===== config.mk =====
export PLATFORM = sky130hd
export DESIGN_NAME = lcd_ctrl
export DESIGN_NICKNAME = d
export VERILOG_FILES = /design/src/rtl/lcd_ctrl_pkg.sv /design/src/rtl/lcd_delay_cnt.sv /design/src/rtl/lcd_ctrl.sv
export SDC_FILE = /design/constraint.sdc
export NUM_CORES = 1
export LEC_CHECK = 0
export CORE_MARGIN = 3
export CORE_UTILIZATION = 53
export DETAILED_ROUTE_END_ITERATION = 16
export GPL_ROUTABILITY_DRIVEN = 0
export GPL_TIMING_DRIVEN = 0
export PLACE_DENSITY_LB_ADDON = 0.15
export SLEW_MARGIN = 40
export SYNTH_ARGS = -nofsm -noshare
export SYNTH_HDL_FRONTEND = slang
export SYNTH_HIERARCHICAL = 1
export SYNTH_SLANG_ARGS = --single-unit

===== constraint.sdc =====
create_clock -name i_clk -period 3.57 [get_ports i_clk]
set_input_delay 0.714 -clock i_clk [delete_from_list [all_inputs] [get_ports i_clk]]
set_output_delay 0.714 -clock i_clk [all_outputs]
set_load 0.02 [all_outputs]

===== src/rtl/lcd_ctrl_pkg.sv =====
// rtl/lcd_ctrl_pkg.sv - shared types and constants for the HD44780 sequencer
package lcd_ctrl_pkg;

    typedef enum logic [2:0] {
        ST_PWRUP,
        ST_INIT_LOAD,
        ST_SETUP,
        ST_PULSE,
        ST_HOLD,
        ST_EXEC,
        ST_IDLE
    } lcd_state_t;

    localparam int LCD_BIT_ON = 31;
    localparam int LCD_BIT_EN = 10;
    localparam int LCD_BIT_RS = 9;
    localparam int LCD_BIT_RW = 8;

    localparam logic [7:0] LCD_FUNC_SET = 8'h38;
    localparam logic [7:0] LCD_DISP_ON  = 8'h0C;
    localparam logic [7:0] LCD_CLEAR    = 8'h01;
    localparam logic [7:0] LCD_HOME     = 8'h02;
    localparam logic [7:0] LCD_ENTRY    = 8'h06;

    localparam int INIT_LEN = 4;
    // Element 0 is sent first.
    localparam logic [INIT_LEN-1:0][7:0] INIT_SEQ =
        {LCD_ENTRY, LCD_CLEAR, LCD_DISP_ON, LCD_FUNC_SET};

    // Clear and home are the only instructions with the long execution time.
    function automatic logic needs_long_wait(input logic rs, input logic [7:0] data);
        return !rs && ((data == LCD_CLEAR) || (data == LCD_HOME));
    endfunction

endpackage


===== src/rtl/lcd_delay_cnt.sv =====
// rtl/lcd_delay_cnt.sv - loadable down-counter shared by all timed states
module lcd_delay_cnt #(
    parameter int W = 8
) (
    input  logic         i_clk,
    input  logic         i_reset,
    input  logic         load,
    input  logic [W-1:0] load_val,
    output logic         done
);

    logic [W-1:0] cnt;

    always_ff @(posedge i_clk or negedge i_reset) begin
        if (!i_reset) begin
            cnt <= '0;
        end else if (load) begin
            cnt <= load_val;
        end else if (cnt != '0) begin
            cnt <= cnt - 1'b1;
        end
    end

    assign done = (cnt == '0);

endmodule


===== src/rtl/lcd_ctrl.sv =====
// rtl/lcd_ctrl.sv - HD44780 init sequencer and timed byte-transfer engine
module lcd_ctrl
    import lcd_ctrl_pkg::*;
#(
    parameter int T_PWRUP = 750000,
    parameter int T_SETUP = 4,
    parameter int T_EN    = 25,
    parameter int T_HOLD  = 4,
    parameter int T_CMD   = 2000,
    parameter int T_CLR   = 82000
) (
    input  logic        i_clk,
    input  logic        i_reset,
    input  logic        i_req,
    input  logic        i_rs,
    input  logic [7:0]  i_data,
    output logic        o_ready,
    output logic        o_init_done,
    output logic [31:0] o_lcd
);

    function automatic int max2(input int a, input int b);
        return (a > b) ? a : b;
    endfunction

    localparam int T_MAX = max2(max2(max2(T_PWRUP, T_SETUP), max2(T_EN, T_HOLD)),
                                max2(T_CMD, T_CLR));
    localparam int CNT_W = $clog2(T_MAX) + 1;

    // PWRUP loads one short: the reset edge itself counts as its first cycle.
    localparam logic [CNT_W-1:0] LD_PWRUP = CNT_W'(T_PWRUP - 2);
    localparam logic [CNT_W-1:0] LD_SETUP = CNT_W'(T_SETUP - 1);
    localparam logic [CNT_W-1:0] LD_EN    = CNT_W'(T_EN - 1);
    localparam logic [CNT_W-1:0] LD_HOLD  = CNT_W'(T_HOLD - 1);
    localparam logic [CNT_W-1:0] LD_CMD   = CNT_W'(T_CMD - 1);
    localparam logic [CNT_W-1:0] LD_CLR   = CNT_W'(T_CLR - 1);

    lcd_state_t       state;
    logic [1:0]       init_idx;
    logic             cnt_load;
    logic [CNT_W-1:0] cnt_val;
    logic             cnt_done;

    lcd_delay_cnt #(.W(CNT_W)) u_delay (
        .i_clk    (i_clk),
        .i_reset  (i_reset),
        .load     (cnt_load),
        .load_val (cnt_val),
        .done     (cnt_done)
    );

    // Counter is reloaded on the same edge the FSM leaves a timed state.
    always_comb begin
        cnt_load = 1'b0;
        cnt_val  = '0;
        case (state)
            ST_PWRUP: begin
                if (!o_lcd[LCD_BIT_ON]) begin
                    cnt_load = 1'b1;
                    cnt_val  = LD_PWRUP;
                end
            end
            ST_INIT_LOAD: begin
                cnt_load = 1'b1;
                cnt_val  = LD_SETUP;
            end
            ST_SETUP: begin
                cnt_load = cnt_done;
                cnt_val  = LD_EN;
            end
            ST_PULSE: begin
                cnt_load = cnt_done;
                cnt_val  = LD_HOLD;
            end
            ST_HOLD: begin
                cnt_load = cnt_done;
                cnt_val  = needs_long_wait(o_lcd[LCD_BIT_RS], o_lcd[7:0]) ? LD_CLR : LD_CMD;
            end
            ST_IDLE: begin
                cnt_load = i_req;
                cnt_val  = LD_SETUP;
            end
            default: ;
        endcase
    end

    always_ff @(posedge i_clk or negedge i_reset) begin
        if (!i_reset) begin
            state       <= ST_PWRUP;
            init_idx    <= '0;
            o_lcd       <= '0;
            o_ready     <= 1'b0;
            o_init_done <= 1'b0;
        end else begin
            case (state)
                ST_PWRUP: begin
                    o_lcd[LCD_BIT_ON] <= 1'b1;
                    if (o_lcd[LCD_BIT_ON] && cnt_done) begin
                        state <= ST_INIT_LOAD;
                    end
                end
                ST_INIT_LOAD: begin
                    o_lcd[LCD_BIT_RS] <= 1'b0;
                    o_lcd[7:0]        <= INIT_SEQ[init_idx];
                    state             <= ST_SETUP;
                end
                ST_SETUP: begin
                    if (cnt_done) begin
                        o_lcd[LCD_BIT_EN] <= 1'b1;
                        state             <= ST_PULSE;
                    end
                end
                ST_PULSE: begin
                    if (cnt_done) begin
                        o_lcd[LCD_BIT_EN] <= 1'b0;
                        state             <= ST_HOLD;
                    end
                end
                ST_HOLD: begin
                    if (cnt_done) begin
                        state <= ST_EXEC;
                    end
                end
                ST_EXEC: begin
                    if (cnt_done) begin
                        if (o_init_done) begin
                            o_ready <= 1'b1;
                            state   <= ST_IDLE;
                        end else if (init_idx != 2'(INIT_LEN - 1)) begin
                            init_idx <= init_idx + 2'd1;
                            state    <= ST_INIT_LOAD;
                        end else begin
                            o_init_done <= 1'b1;
                            o_ready     <= 1'b1;
                            state       <= ST_IDLE;
                        end
                    end
                end
                ST_IDLE: begin
                    if (i_req) begin
                        o_lcd[LCD_BIT_RS] <= i_rs;
                        o_lcd[7:0]        <= i_data;
                        o_ready           <= 1'b0;
                        state             <= ST_SETUP;
                    end
                end
                default: state <= ST_PWRUP;
            endcase
        end
    end

endmodule


-- Word-level counts from Yosys, hierarchy flattened
Index checks and enable logic that the tools add are counted.
- input bits: 12
- register bits after elaboration: 39
- eq/ne operators: 16
- mux-type cells: 32
- bitwise gates (word level): 1
- magnitude comparators: 1
- add/subtract/negate cells: 2
- reduce and logical (&&, ||, !) cells: 19
- operator list (cell ; count):
    $pmux 20 s4 ; 1
    $mux 21 ; 2
    $mux 3 ; 8
    $logic_not 21->1 ; 1
    $pmux 3 s7 ; 1
    $reduce_bool 21->1 ; 1
    $sub 21x1->21 const B ; 1
    $mux 20 ; 1
    $mux 17 ; 1
    $bmux 8 s2 ; 1
    $mux 8 ; 2
    $pmux 8 s2 ; 1
    $ne 2x2->1 const B ; 7
    $mux 1 ; 10
    $eq 3x3->1 const B ; 3
    $eq 8x1->1 const B ; 1
    $eq 8x2->1 const B ; 1
    $reduce_and 4->1 ; 2
    $reduce_bool 2->1 ; 4
    $eq 3x2->1 const B ; 2
    $pmux 1 s2 ; 3
    $reduce_and 6->1 ; 1
    $reduce_or 3->1 ; 2
    $pmux 1 s4 ; 1
    11 further kinds ; 13

-- Logic depth before layout (Yosys ltp)
Gate-level depths: netlist (run 1).
- word-level depth: 6
- gate-level depth with buffers: 14

-- By module
Netlist (run 1), hierarchy kept.
- modules (own cells, without submodules) (module ; cells each ; area each (um^2) ; instances ; sequential area each (um^2)):
    lcd_delay_cnt ; 129 ; 1297.5 ; 1 ; 525.5
    lcd_ctrl ; 130 ; 1204.9 ; 1 ; 450.4

-- Worst setup path after synthesis (run 1)
No wires, ideal clock.
- kind: flip-flop to flip-flop
- from: register u_delay.cnt[0]
- to: register u_delay.cnt[6]
- library setup time: 0.065 ns
- cell stages (with the launch flop): 15
- data arrival time: 2.741 ns
- setup slack: 0.765 ns
- cells stage by stage: dfrtp_1 inv_1 ha_1 or4b_1 nor4b_4 and2_1 nor2b_1 a21oi_1 nor2_1 a21oi_1 clkbuf_1 clkbuf_1 a21oi_1 o31ai_1 o21a_1
- cells in the longest elaborated chain, start to end: 3
- ends and longest elaborated chain (what ; RTL line ; source):
    start, declared ; lcd_delay_cnt.sv:12 ; logic [W-1:0] cnt;
    start signal, assigned ; lcd_delay_cnt.sv:18 ; cnt <= load_val;
    start signal, assigned ; lcd_delay_cnt.sv:20 ; cnt <= cnt - 1'b1;
    $logic_not 21->1 (*) ; lcd_delay_cnt.sv:24 ; assign done = (cnt == '0);
    named net cnt_done ; lcd_ctrl.sv:42 ; logic cnt_done;
    $pmux 1 s4 (*) ; lcd_ctrl.sv:56 ; case (state)
    named net cnt_load ; lcd_ctrl.sv:40 ; logic cnt_load;
    $mux 21 / $reduce_bool 2->1 (equally long branches) ; n/a ;
Mark *: on every way through the listed nets, which the timed path passes. The rest lies on a longest branch. The select of a mux whose other input is x is not followed.
A chain may end at the register's enable or synchronous reset.

-- Worst setup path in the final report (run 1)
Same ends and word-level chain as after synthesis.

==> load_flow_metrics.sql, run 1 <==
INSERT INTO impl_metrics (metric_group, metric, value, unit) VALUES
('final_layout', 'num-nets-final', '331', ''),
('global_route', 'grt_util_all_layers', '20.4', '%'),
('final_layout', 'utilization', '67.9', '%'),
('floorplan', 'num_rows', '24', ''),
('worst_setup_path', 'worst_ep_arrival_time', '3.45', 'ns'),
('worst_setup_path', 'crit_required', '3.80', 'ns'),
('placed_design', 'portBuffers', '24', ''),
('power', 'switching_component_of_the_power', '707', 'uW'),
('final_layout', 'syn2layout_area_growth', '20.5', '%'),
('floorplan', 'die_outline_area', '5580', 'um2'),
('final_layout', 'num_antenna_cells', '0', ''),
('synth', 'synth.lib_cells_used.distinct', '51', ''),
('global_route', 'met2_usage', '33.8', '%'),
('clock_network', 'max-clock-path-buffers', '2', ''),
('clock_network', 'tritoncts', 'yes', ''),
('timing', 'period_minus_slack', '3.22', 'ns'),
('synth', 'netlist_instances', '259', ''),
('outcome', 'result_of_the_run', 'finished clean', ''),
('timing', 'max_freq', '311', 'MHz'),
('worst_setup_path', 'rr_startpoint', 'u_delay/cnt[0]', ''),
('timing', 'setup_tns', '0', 'ns'),
('power', 'vdd_drop_max', '0.309', 'mV'),
('global_route', 'globalRoute.totalOverflow', '0', ''),
('global_route', 'grt_most_used_layer', 'met2', ''),
('global_route', 'first_global_vias', '1915', ''),
('global_route', 'grt_antenna_before_repair', '0', ''),
('synth', 'synth_edf_count', '0', ''),
('power', 'sequentialPowerShare', '40.9', '%'),
('timing', 'setup-violations-final', '0', ''),
('power', 'share_clk_of_total_power', '20.2', '%'),
('global_route', 'maximum_number_of_pins_on_one_net_before_global_route_repair', '40', ''),
('routing', 'route.vias.total', '1962', ''),
('timing', 'slew_violations', '0', ''),
('floorplan', 'initial_utilization', '56.3', '%'),
('synth', 'yosysWarningCount', '48', ''),
('global_route', 'met3_usage', '4.41', '%'),
('power', 'leak_pwr', '1.42', 'nW'),
('floorplan', 'coreArea', '4440', 'um2'),
('power', 'total_power', '1.92', 'mW'),
('worst_setup_path', 'path_max_fanout', '10', ''),
('synth', 'syn-mean-instance-area', '9.66', 'um2'),
('power', 'cell_internal_pwr', '1.21', 'mW'),
('clock_network', 'ctsHoldBuffers', '0', ''),
('clock_network', 'tritoncts.num_buffers', '5', ''),
('timing', 'worst_clock_skew', '0.00932', 'ns'),
('global_route', 'met1_global_route_usage', '25.8', '%'),
('timing', 'finalHoldViolations', '0', ''),
('worst_setup_path', 'rrSetupSlack', '0.35', 'ns'),
('floorplan', 'pin_count', '46', ''),
('synth', 'asyncSetResetFlopFracSynth', '100', '%'),
('timing', 'maxSlewHeadroom', '60.0', '%'),
('floorplan', 'die-height', '74.7', 'um'),
('final_layout', 'layout.cells.most_common_list', 'dfrtp_1, nand2_1, conb_1, buf_4, clkdlybuf4s50_1', ''),
('worst_hold_path', 'min-delay-path-class', 'in -> async', ''),
('clock_network', 'clock_tree.root_cell', 'clkbuf_8', ''),
('placed_design', 'place_hpwl', '3800', 'um'),
('final_layout', 'layout.cells.most_common', 'dfrtp_1', ''),
('routing', 'drc', '0', ''),
('routing', 'drt-wirelength-per-cell', '14.1', 'um'),
('floorplan', 'die_width', '74.7', 'um'),
('clock_network', 'clk_transition_reported_paths', '0.08', 'ns'),
('worst_setup_path', 'critPathKind', 'reg -> reg', ''),
('timing', 'rsz0062_at_grt', 'no', ''),
('final_layout', 'layout-drive-gt1-share', '18.4', '%'),
('power', 'power.share.switching', '36.9', '%'),
('routing', 'dr.first_iter.drc_count', '62', ''),
('routing', 'detailedRoute.firstPassIterationCount', '4', ''),
('power', 'share_comb_of_total_power', '38.9', '%'),
('synth', 'sequential_fraction_of_the_synthesis_area', '39.0', '%'),
('clock_network', 'insertion_delay', '0.29', 'ns'),
('synth', 'synth_top_flop_cell', 'dfrtp_1', '');
-- logic make-up (layout without fill, tap and decap cells) --
group | Yosys count | count (layout) | share of synthesized area (%)
AND/OR/NAND/NOR | 83 | 83 | 21.1
adder cells (fa/ha/maj) | 5 | 5 | 2.50
multiplexers | 10 | 10 | 4.30
AO/OA/AOI/OAI | 60 | 60 | 15.7
buffers and inverters | 42 | 74 | 10.6
XOR/XNOR | 19 | 19 | 6.65
other | 1 | 25 | 0.150
flip-flops | 39 | 39 | 39.0
-- sequential cells by signal (all words and copies together), names as in the netlist --
name and flops:
o_lcd 11, u_delay/cnt 21, state 3, o_ready 1, o_init_done 1, init_idx 2
-- routing by layer --
metal	share of wire [%]	vias to the layer above
li1	-	981
met1	45	922
met2	49	49
met3	4.0	10
met4	2.3	0
met5	0	-
-- cells in the mapped netlist, types with 4 or more instances --
cell type,instances,area [um2]
nand3_1,6,30.0
nand2_1,27,101
dfrtp_1,39,976
a21oi_1,11,55.1
o21ai_0,10,50.1
clkbuf_1,4,15.0
buf_4,23,173
nor3_1,6,30.0
nor4_1,5,31.3
o31ai_1,8,60.1
o21ai_1,9,45.0
a22o_1,10,87.6
mux2i_1,7,70.1
inv_1,11,41.3
xnor2_1,13,114
nor2_1,10,37.5
ha_1,5,62.6
xor2_1,6,52.6
-- cell type report --
| class | count | area, um2 |
|---|---|---|
| clock buffers | 6 | 82.6 |
| plain buffers | 31 | 228 |
| multi-input cells | 202 | 1350 |
| inverters | 11 | 41.3 |
| repair buffers | 24 | 238 |
| well taps | 52 | 65.1 |
| fillers | 370 | 1430 |
| flip-flops and latches | 39 | 976 |
| clock inverters | 2 | 35.0 |
-- worst max-delay path: stages, from the launching register on --
cell and delay [ns]:
dfrtp_1 0.41, inv_1 0.13, ha_1 0.19, or4b_1 0.49, nor4b_4 0.28, and2_1 0.38
nor2b_1 0.13, a21oi_1 0.14, nor2_1 0.06, a21oi_1 0.11, clkbuf_1 0.24, clkbuf_2 0.29
a21oi_1 0.07, o31ai_1 0.08, o21a_1 0.15
-- power by group through the flow --
| stage | Sequential, mW | Clock, mW | Combinational [mW] |
|---|---|---|---|
| floorplan | 0.794 | 0 | 0.513 |
| CTS | 0.778 | 0.397 | 0.746 |
| detailed placement | 0.784 | 0 | 0.741 |
| global placement | 0.780 | 0 | 0.723 |
| finish | 0.783 | 0.387 | 0.746 |
| global route | 0.803 | 0.416 | 0.823 |
-- worst max path at each step --
stage | depth (start not counted) | end | startpoint
final | 14 | u_delay/cnt[6] | u_delay/cnt[0]
after global routing | 14 | u_delay/cnt[6] | u_delay/cnt[0]
after CTS | 14 | u_delay/cnt[6] | u_delay/cnt[0]
after detailed placement | 14 | u_delay/cnt[6] | u_delay/cnt[0]
after global placement | 14 | u_delay/cnt[6] | u_delay/cnt[0]
after floorplan | 14 | u_delay/cnt[6] | u_delay/cnt[0]
-- through the flow --
step / hold WS [ns] / cell area [um2] / std cells / worst slack (ns)
finish: 0.382 / 3020 / 367 / 0.354
global route: 0.412 / 3020 / 367 / 0.0504
CTS: 0.397 / 3010 / 367 / 0.233
detailed placement: 0.488 / 2900 / 359 / 0.276
global placement: 0.478 / 2900 / 359 / 0.283
floorplan: 0.418 / 2590 / 283 / 0.765
No activity file was read; power rests on OpenSTA's default activity.
==> inputs of run 2 (changes only) <==
--- a/config.mk
+++ b/config.mk
@@ -6,7 +6,7 @@
 export NUM_CORES = 1
 export LEC_CHECK = 0
 export CORE_MARGIN = 3
-export CORE_UTILIZATION = 53
+export CORE_UTILIZATION = 29
 export DETAILED_ROUTE_END_ITERATION = 16
 export GPL_ROUTABILITY_DRIVEN = 0
 export GPL_TIMING_DRIVEN = 0
==> load_flow_metrics.sql, run 2 (synthesis results as in run 1) <==
INSERT INTO impl_metrics (metric_group, metric, value, unit) VALUES
('outcome', 'result_of_the_run', 'finished clean', ''),
('global_route', 'globalRoute.totalOverflow', '0', ''),
('worst_hold_path', 'min-delay-path-class', 'in -> async', ''),
('power', 'power.density_cell_area', '635', 'nW/um2'),
('timing', 'finalCritPeriodShare', '90.5', '%'),
('clock_network', 'max-clock-path-buffers', '2', ''),
('global_route', 'grt_antenna_before_repair', '0', ''),
('worst_setup_path', 'worst_r2r_endpoint', 'u_delay/cnt[5]', ''),
('final_layout', 'num-nets-final', '331', ''),
('worst_setup_path', 'crit_path_start_kind', 'register', ''),
('timing', 'finalHoldViolations', '0', ''),
('global_route', 'first_global_vias', '1830', ''),
('final_layout', 'top_register', 'u_delay/cnt', ''),
('floorplan', 'pin_count', '46', ''),
('routing', 'route.vias.total', '1935', ''),
('floorplan', 'coreArea', '8300', 'um2'),
('timing', 'setup_tns', '0', 'ns'),
('clock_network', 'tritoncts.num_buffers', '5', ''),
('power', 'leak_pwr', '1.42', 'nW'),
('placed_design', 'detailed_place.area', '2960', 'um2'),
('timing', 'max_freq', '310', 'MHz'),
('final_layout', 'layout-drive-gt1-share', '18.4', '%'),
('clock_network', 'tritoncts', 'yes', ''),
('clock_network', 'cts-htree-levels', '2', ''),
('clock_network', 'post_cts_buffers', '0', ''),
('run', 'cap_violations', '0', ''),
('global_route', 'maximum_number_of_pins_on_one_net_before_global_route_repair', '40', ''),
('floorplan', 'die_width', '98.9', 'um'),
('worst_setup_path', 'rrSetupSlack', '0.34', 'ns'),
('routing', 'detailedRoute.firstPassIterationCount', '4', ''),
('worst_setup_path', 'rr_startpoint', 'u_delay/cnt[0]', ''),
('clock_network', 'clock_tree.root_cell', 'clkbuf_8', ''),
('power', 'vdd_drop_max', '0.241', 'mV'),
('timing', 'rsz0062_at_grt', 'no', ''),
('timing', 'maxSlewHeadroom', '54.1', '%'),
('final_layout', 'layout.cells.most_common_list', 'dfrtp_1, nand2_1, conb_1, buf_4, clkdlybuf4s50_1', ''),
('routing', 'met3WireLength', '173', 'um'),
('clock_network', 'tritoncts_num_sinks', '39', ''),
('worst_setup_path', 'critPathKind', 'reg -> reg', ''),
('final_layout', 'layout.cells.most_common', 'dfrtp_1', ''),
('routing', 'dr.first_iter.drc_count', '52', ''),
('clock_network', 'insertion_delay', '0.29', 'ns'),
('final_layout', 'post-route-cell-area', '3100', 'um2'),
('placed_design', 'portBuffers', '24', ''),
('final_layout', 'num_antenna_cells', '0', ''),
('timing', 'period_minus_slack', '3.23', 'ns'),
('timing', 'worst_clock_skew', '0.00371', 'ns'),
('routing', 'antenna_violating_nets_post_route', '0', ''),
('final_layout', 'largest_registers', 'u_delay/cnt x21, o_lcd x11, state x3', ''),
('routing', 'detail_route.vias_per_cell', '4.61', ''),
('routing', 'm1WireLength', '2820', 'um'),
('worst_setup_path', 'timing.critical_path.from', 'u_delay/cnt[0]', ''),
('worst_setup_path', 'ff2ff_path_depth', '13', ''),
('global_route', 'first_pass_grt_wire_length', '9340', 'um'),
('global_route', 'grt_util_all_layers', '11.9', '%'),
('timing', 'setup-violations-final', '0', ''),
('routing', 'routed_met2_length', '2530', 'um'),
('routing', 'drt-wirelength-per-cell', '13.3', 'um'),
('worst_setup_path', 'setup.worst_path.end_class', 'register', ''),
('floorplan', 'die_outline_area', '9780', 'um2'),
('placed_design', 'place_hpwl', '4030', 'um'),
('worst_setup_path', 'crit_required', '3.78', 'ns'),
('floorplan', 'num_rows', '33', ''),
('clock_network', 'clk_transition_reported_paths', '0.09', 'ns'),
('final_layout', 'syn2layout_area_growth', '23.9', '%'),
('floorplan', 'die-height', '98.9', 'um'),
('timing', 'max_slew.worst_pin.slew', '0.683', 'ns'),
('final_layout', 'largest_register_ffs', '21', ''),
('routing', 'drt-total-wl', '5570', 'um'),
('worst_setup_path', 'path_max_fanout', '10', ''),
('worst_setup_path', 'worst_ep_arrival_time', '3.44', 'ns'),
('routing', 'drc', '0', ''),
('timing', 'slew_violations', '0', ''),
('floorplan', 'initial_utilization', '30.2', '%'),
('routing', 'top_layer_used', 'met4', ''),
('worst_setup_path', 'endpoint', 'u_delay/cnt[5]', '');
[run 2: per-layer routing]
| layer | track usage (%) | up-vias |
|---|---|---|
| met5 | 0 | - |
| met4 | 3.47 | 0 |
| met3 | 2.48 | 5 |
| met2 | 18.5 | 28 |
| met1 | 16.5 | 922 |
| li1 | - | 980 |
[run 2: worst min path at each step]
stage	to	cells after the start	from	slack, ns
after floorplan	init_idx[0]	0	i_reset	0.42
after global placement	o_lcd[10]	2	o_lcd[10]	0.47
after detailed placement	o_lcd[10]	2	o_lcd[10]	0.49
after CTS	u_delay/cnt[10]	1	i_reset	0.41
after global routing	u_delay/cnt[13]	1	i_reset	0.41
final	u_delay/cnt[18]	1	i_reset	0.39
[run 2: through the flow]
step	cells	util [%]	power (mW)	worst slack, ns	hold WS (ns)
finish	420	37.4	1.97	0.340	0.388
global route	420	37.4	2.11	0.118	0.412
CTS	420	37.3	1.99	0.119	0.408
detailed placement	412	35.7	1.52	0.154	0.486
global placement	412	35.7	1.52	0.156	0.474
floorplan	283	-	1.31	0.765	0.418
[run 2: final cells by class]
type                       count  area (um2)
clock buffer                   5        68.8
tap                          105         131
multi-input combinational    202        1350
clock inverter                 3        67.6
inverter                      11        41.3
sequential                    39         976
timing repair buffer          24         238
buffer                        31         226
fill                         857        5200
[run 2: what timing repair did]
action                     4_1_cts  5_1_grt
hold endpoints to repair         0        0
hold buffers                     0        0
gates resized for setup          0        5
setup endpoints to repair        0       17
[run 2: critical path: stages (launching register included)]
cell	delay, ns
dfrtp_1	0.43
inv_1	0.13
ha_1	0.18
or4b_1	0.49
nor4b_4	0.30
and2_2	0.31
nor2b_1	0.10
a21oi_1	0.12
nor2_1	0.05
a21oi_1	0.13
clkbuf_1	0.26
clkbuf_1	0.42
nand2_1	0.12
o31ai_1	0.09
[run 2: power by group]
part           switching, mW  total (mW)  leakage [nW]  internal, mW
combinational          0.356       0.741         0.870         0.384
clock                  0.175       0.454        0.0644         0.279
sequential             0.179       0.777         0.488         0.597
total                  0.710        1.97          1.42          1.26
==> inputs of run 3 (changes only) <==
--- a/config.mk
+++ b/config.mk
@@ -5,7 +5,9 @@
 export SDC_FILE = /design/constraint.sdc
 export NUM_CORES = 1
 export LEC_CHECK = 0
-export CORE_MARGIN = 3
+export CELL_PAD_IN_SITES_DETAIL_PLACEMENT = 0
+export CELL_PAD_IN_SITES_GLOBAL_PLACEMENT = 1
+export CORE_MARGIN = 2
 export CORE_UTILIZATION = 29
 export DETAILED_ROUTE_END_ITERATION = 16
 export GPL_ROUTABILITY_DRIVEN = 0
==> load_flow_metrics.sql, run 3 (synthesis results as in run 1) <==
INSERT INTO impl_metrics (metric_group, metric, value, unit) VALUES
('global_route', 'maximum_number_of_pins_on_one_net_before_global_route_repair', '40', ''),
('floorplan', 'die-height', '96.9', 'um'),
('floorplan', 'num_rows', '33', ''),
('clock_network', 'tritoncts.num_buffers', '5', ''),
('worst_setup_path', 'worst_ep_arrival_time', '3.46', 'ns'),
('routing', 'drc', '0', ''),
('routing', 'drt-wirelength-per-cell', '13.3', 'um'),
('global_route', 'grt_antenna_before_repair', '0', ''),
('clock_network', 'tritoncts', 'yes', ''),
('clock_network', 'max-clock-path-buffers', '2', ''),
('final_layout', 'num_antenna_cells', '0', ''),
('timing', 'finalCritPeriodShare', '90.4', '%'),
('final_layout', 'syn2layout_area_growth', '24.0', '%'),
('timing', 'setup-violations-final', '0', ''),
('routing', 'antenna_violating_nets_post_route', '0', ''),
('timing', 'period_minus_slack', '3.23', 'ns'),
('power', 'power.density_cell_area', '616', 'nW/um2'),
('final_layout', 'layout.cells.most_common_list', 'dfrtp_1, nand2_1, conb_1, buf_4, clkdlybuf4s50_1', ''),
('global_route', 'globalRoute.totalOverflow', '0', ''),
('worst_setup_path', 'crit_path_start_kind', 'register', ''),
('timing', 'rsz0062_at_grt', 'no', ''),
('routing', 'drt-total-wl', '5610', 'um'),
('final_layout', 'largest_register_ffs', '21', ''),
('clock_network', 'ctsHoldBuffers', '0', ''),
('worst_setup_path', 'critPathMaxStageDelay', '0.49', 'ns'),
('clock_network', 'clock_tree.root_cell', 'clkbuf_8', ''),
('clock_network', 'clk_transition_reported_paths', '0.08', 'ns'),
('timing', 'finalHoldViolations', '0', ''),
('floorplan', 'pin_count', '46', ''),
('timing', 'maxSlewHeadroom', '58.9', '%'),
('timing', 'max_slew.worst_pin.slew', '0.610', 'ns'),
('floorplan', 'initial_utilization', '30.2', '%'),
('power', 'vdd_drop_max', '0.228', 'mV'),
('outcome', 'result_of_the_run', 'finished clean', ''),
('timing', 'max_freq', '310', 'MHz'),
('final_layout', 'top_register', 'u_delay/cnt', ''),
('final_layout', 'num-nets-final', '332', ''),
('power', 'total_power', '1.91', 'mW'),
('global_route', 'first_global_vias', '1941', ''),
('placed_design', 'portBuffers', '24', ''),
('global_route', 'first_pass_grt_wire_length', '9730', 'um'),
('final_layout', 'largest_registers', 'u_delay/cnt x21, o_lcd x11, state x3', ''),
('final_layout', 'sequential_cell_area', '976', 'um2'),
('floorplan', 'die_width', '96.9', 'um'),
('routing', 'route.vias.total', '1916', ''),
('worst_setup_path', 'crit_required', '3.81', 'ns'),
('worst_setup_path', 'critical-path-slowest-cell', 'or4b_1', ''),
('timing', 'setup_tns', '0', 'ns'),
('routing', 'detail_route.vias_per_cell', '4.55', ''),
('final_layout', 'multi_input_area', '1350', 'um2'),
('worst_setup_path', 'cp_common_cell', 'a21oi_1', ''),
('clock_network', 'tritoncts_num_sinks', '39', ''),
('clock_network', 'cts-htree-levels', '2', ''),
('floorplan', 'coreArea', '8300', 'um2'),
('final_layout', 'layout.filler_cells', '846', ''),
('run', 'cap_violations', '0', ''),
('worst_setup_path', 'cp_cell_sequence', 'inv_1, ha_1, or4b_1, nor4b_4, and2_1, nor2b_1, a21oi_1, nor2_1, a21oi_1, clkbuf_1, clkbuf_2, a21oi_1, o31ai_1, o21a_1', ''),
('routing', 'detailedRoute.firstPassIterationCount', '4', ''),
('final_layout', 'layout.cells.most_common', 'dfrtp_1', ''),
('placed_design', 'place_hpwl', '4140', 'um'),
('global_route', 'grt_util_all_layers', '12.6', '%'),
('worst_setup_path', 'critPathKind', 'reg -> reg', ''),
('floorplan', 'die_outline_area', '9390', 'um2'),
('worst_setup_path', 'path_max_fanout', '10', ''),
('clock_network', 'insertion_delay', '0.29', 'ns'),
('timing', 'worst_clock_skew', '0.00888', 'ns'),
('worst_hold_path', 'min-delay-path-class', 'in -> async', ''),
('routing', 'dr.first_iter.drc_count', '76', ''),
('final_layout', 'layout-drive-gt1-share', '18.7', '%'),
('power', 'leak_pwr', '1.43', 'nW'),
('worst_setup_path', 'setup.worst_path.end_class', 'register', ''),
('timing', 'slew_violations', '0', '');
==> run 3: report_power, final <==
part / internal (mW) / switching, mW
registers: 0.598 / 0.182
clock network: 0.226 / 0.163
logic: 0.386 / 0.356
total: 1.21 / 0.701
==> run 3: final cells by class <==
| type | count | share of cell area (%) |
|---|---|---|
| Buffer | 31 | 7.34 |
| Clock buffer | 6 | 2.66 |
| Clock inverter | 2 | 1.13 |
| Inverter | 11 | 1.33 |
| Multi-Input combinational cell | 202 | 43.5 |
| Sequential cell | 39 | 31.5 |
| Tap cell | 105 | 4.23 |
| Timing Repair Buffer | 25 | 8.31 |
==> run 3: worst paths after layout <==
kind | start | endpoint | slack, ns | cells after the start
setup / recovery | u_delay/cnt[0] | u_delay/cnt[6] | 0.34 | 14
hold / removal | i_reset | u_delay/cnt[13] | 0.37 | 2
setup reg to reg | u_delay/cnt[0] | u_delay/cnt[6] | 0.34 | 14
hold reg to reg | o_lcd[10] | o_lcd[10] | 0.50 | 2
max in group asynchronous | i_reset | u_delay/cnt[1] | 3.00 | 2
min in group i_clk | o_lcd[10] | o_lcd[10] | 0.50 | 2
==> run 3: what timing repair did <==
action,4_1_cts,5_1_grt
gates resized for setup,0,6
setup endpoints to repair,0,9
setup buffers,0,0
==> run 3: critical path, delay by kind of cell (launching register included) <==
kind                     cells  cell delay [ns]
AND/OR/NAND/NOR              5             1.34
flip-flops                   1             0.43
buffers and inverters        3             0.67
adder cells (fa/ha/maj)      1             0.18
AO/OA/AOI/OAI                5             0.54
==> run 3: per-layer routing <==
| metal | up-vias | global-route usage, % | wire length [um] |
|---|---|---|---|
| li1 | 986 | - | - |
| met3 | 5 | 2.89 | 198 |
| met4 | 0 | 3.90 | 57 |
| met2 | 35 | 19.0 | 2530 |
| met1 | 890 | 17.9 | 2820 |
| met5 | - | 0 | 0 |
==> run 3: per-stage QoR <==
step           cell area [um2]  hold slack, ns  worst slack, ns  std cells  util, %
2_1_floorplan             2590           0.418            0.765        283        -
3_3_place_gp              2960           0.479            0.146        412     35.7
3_5_place_dp              2980           0.489            0.196        413     35.9
4_1_cts                   3100           0.365            0.161        421     37.3
5_1_grt                   3100           0.379           0.0371        421     37.4
6_report                  3100           0.369            0.344        421     37.4
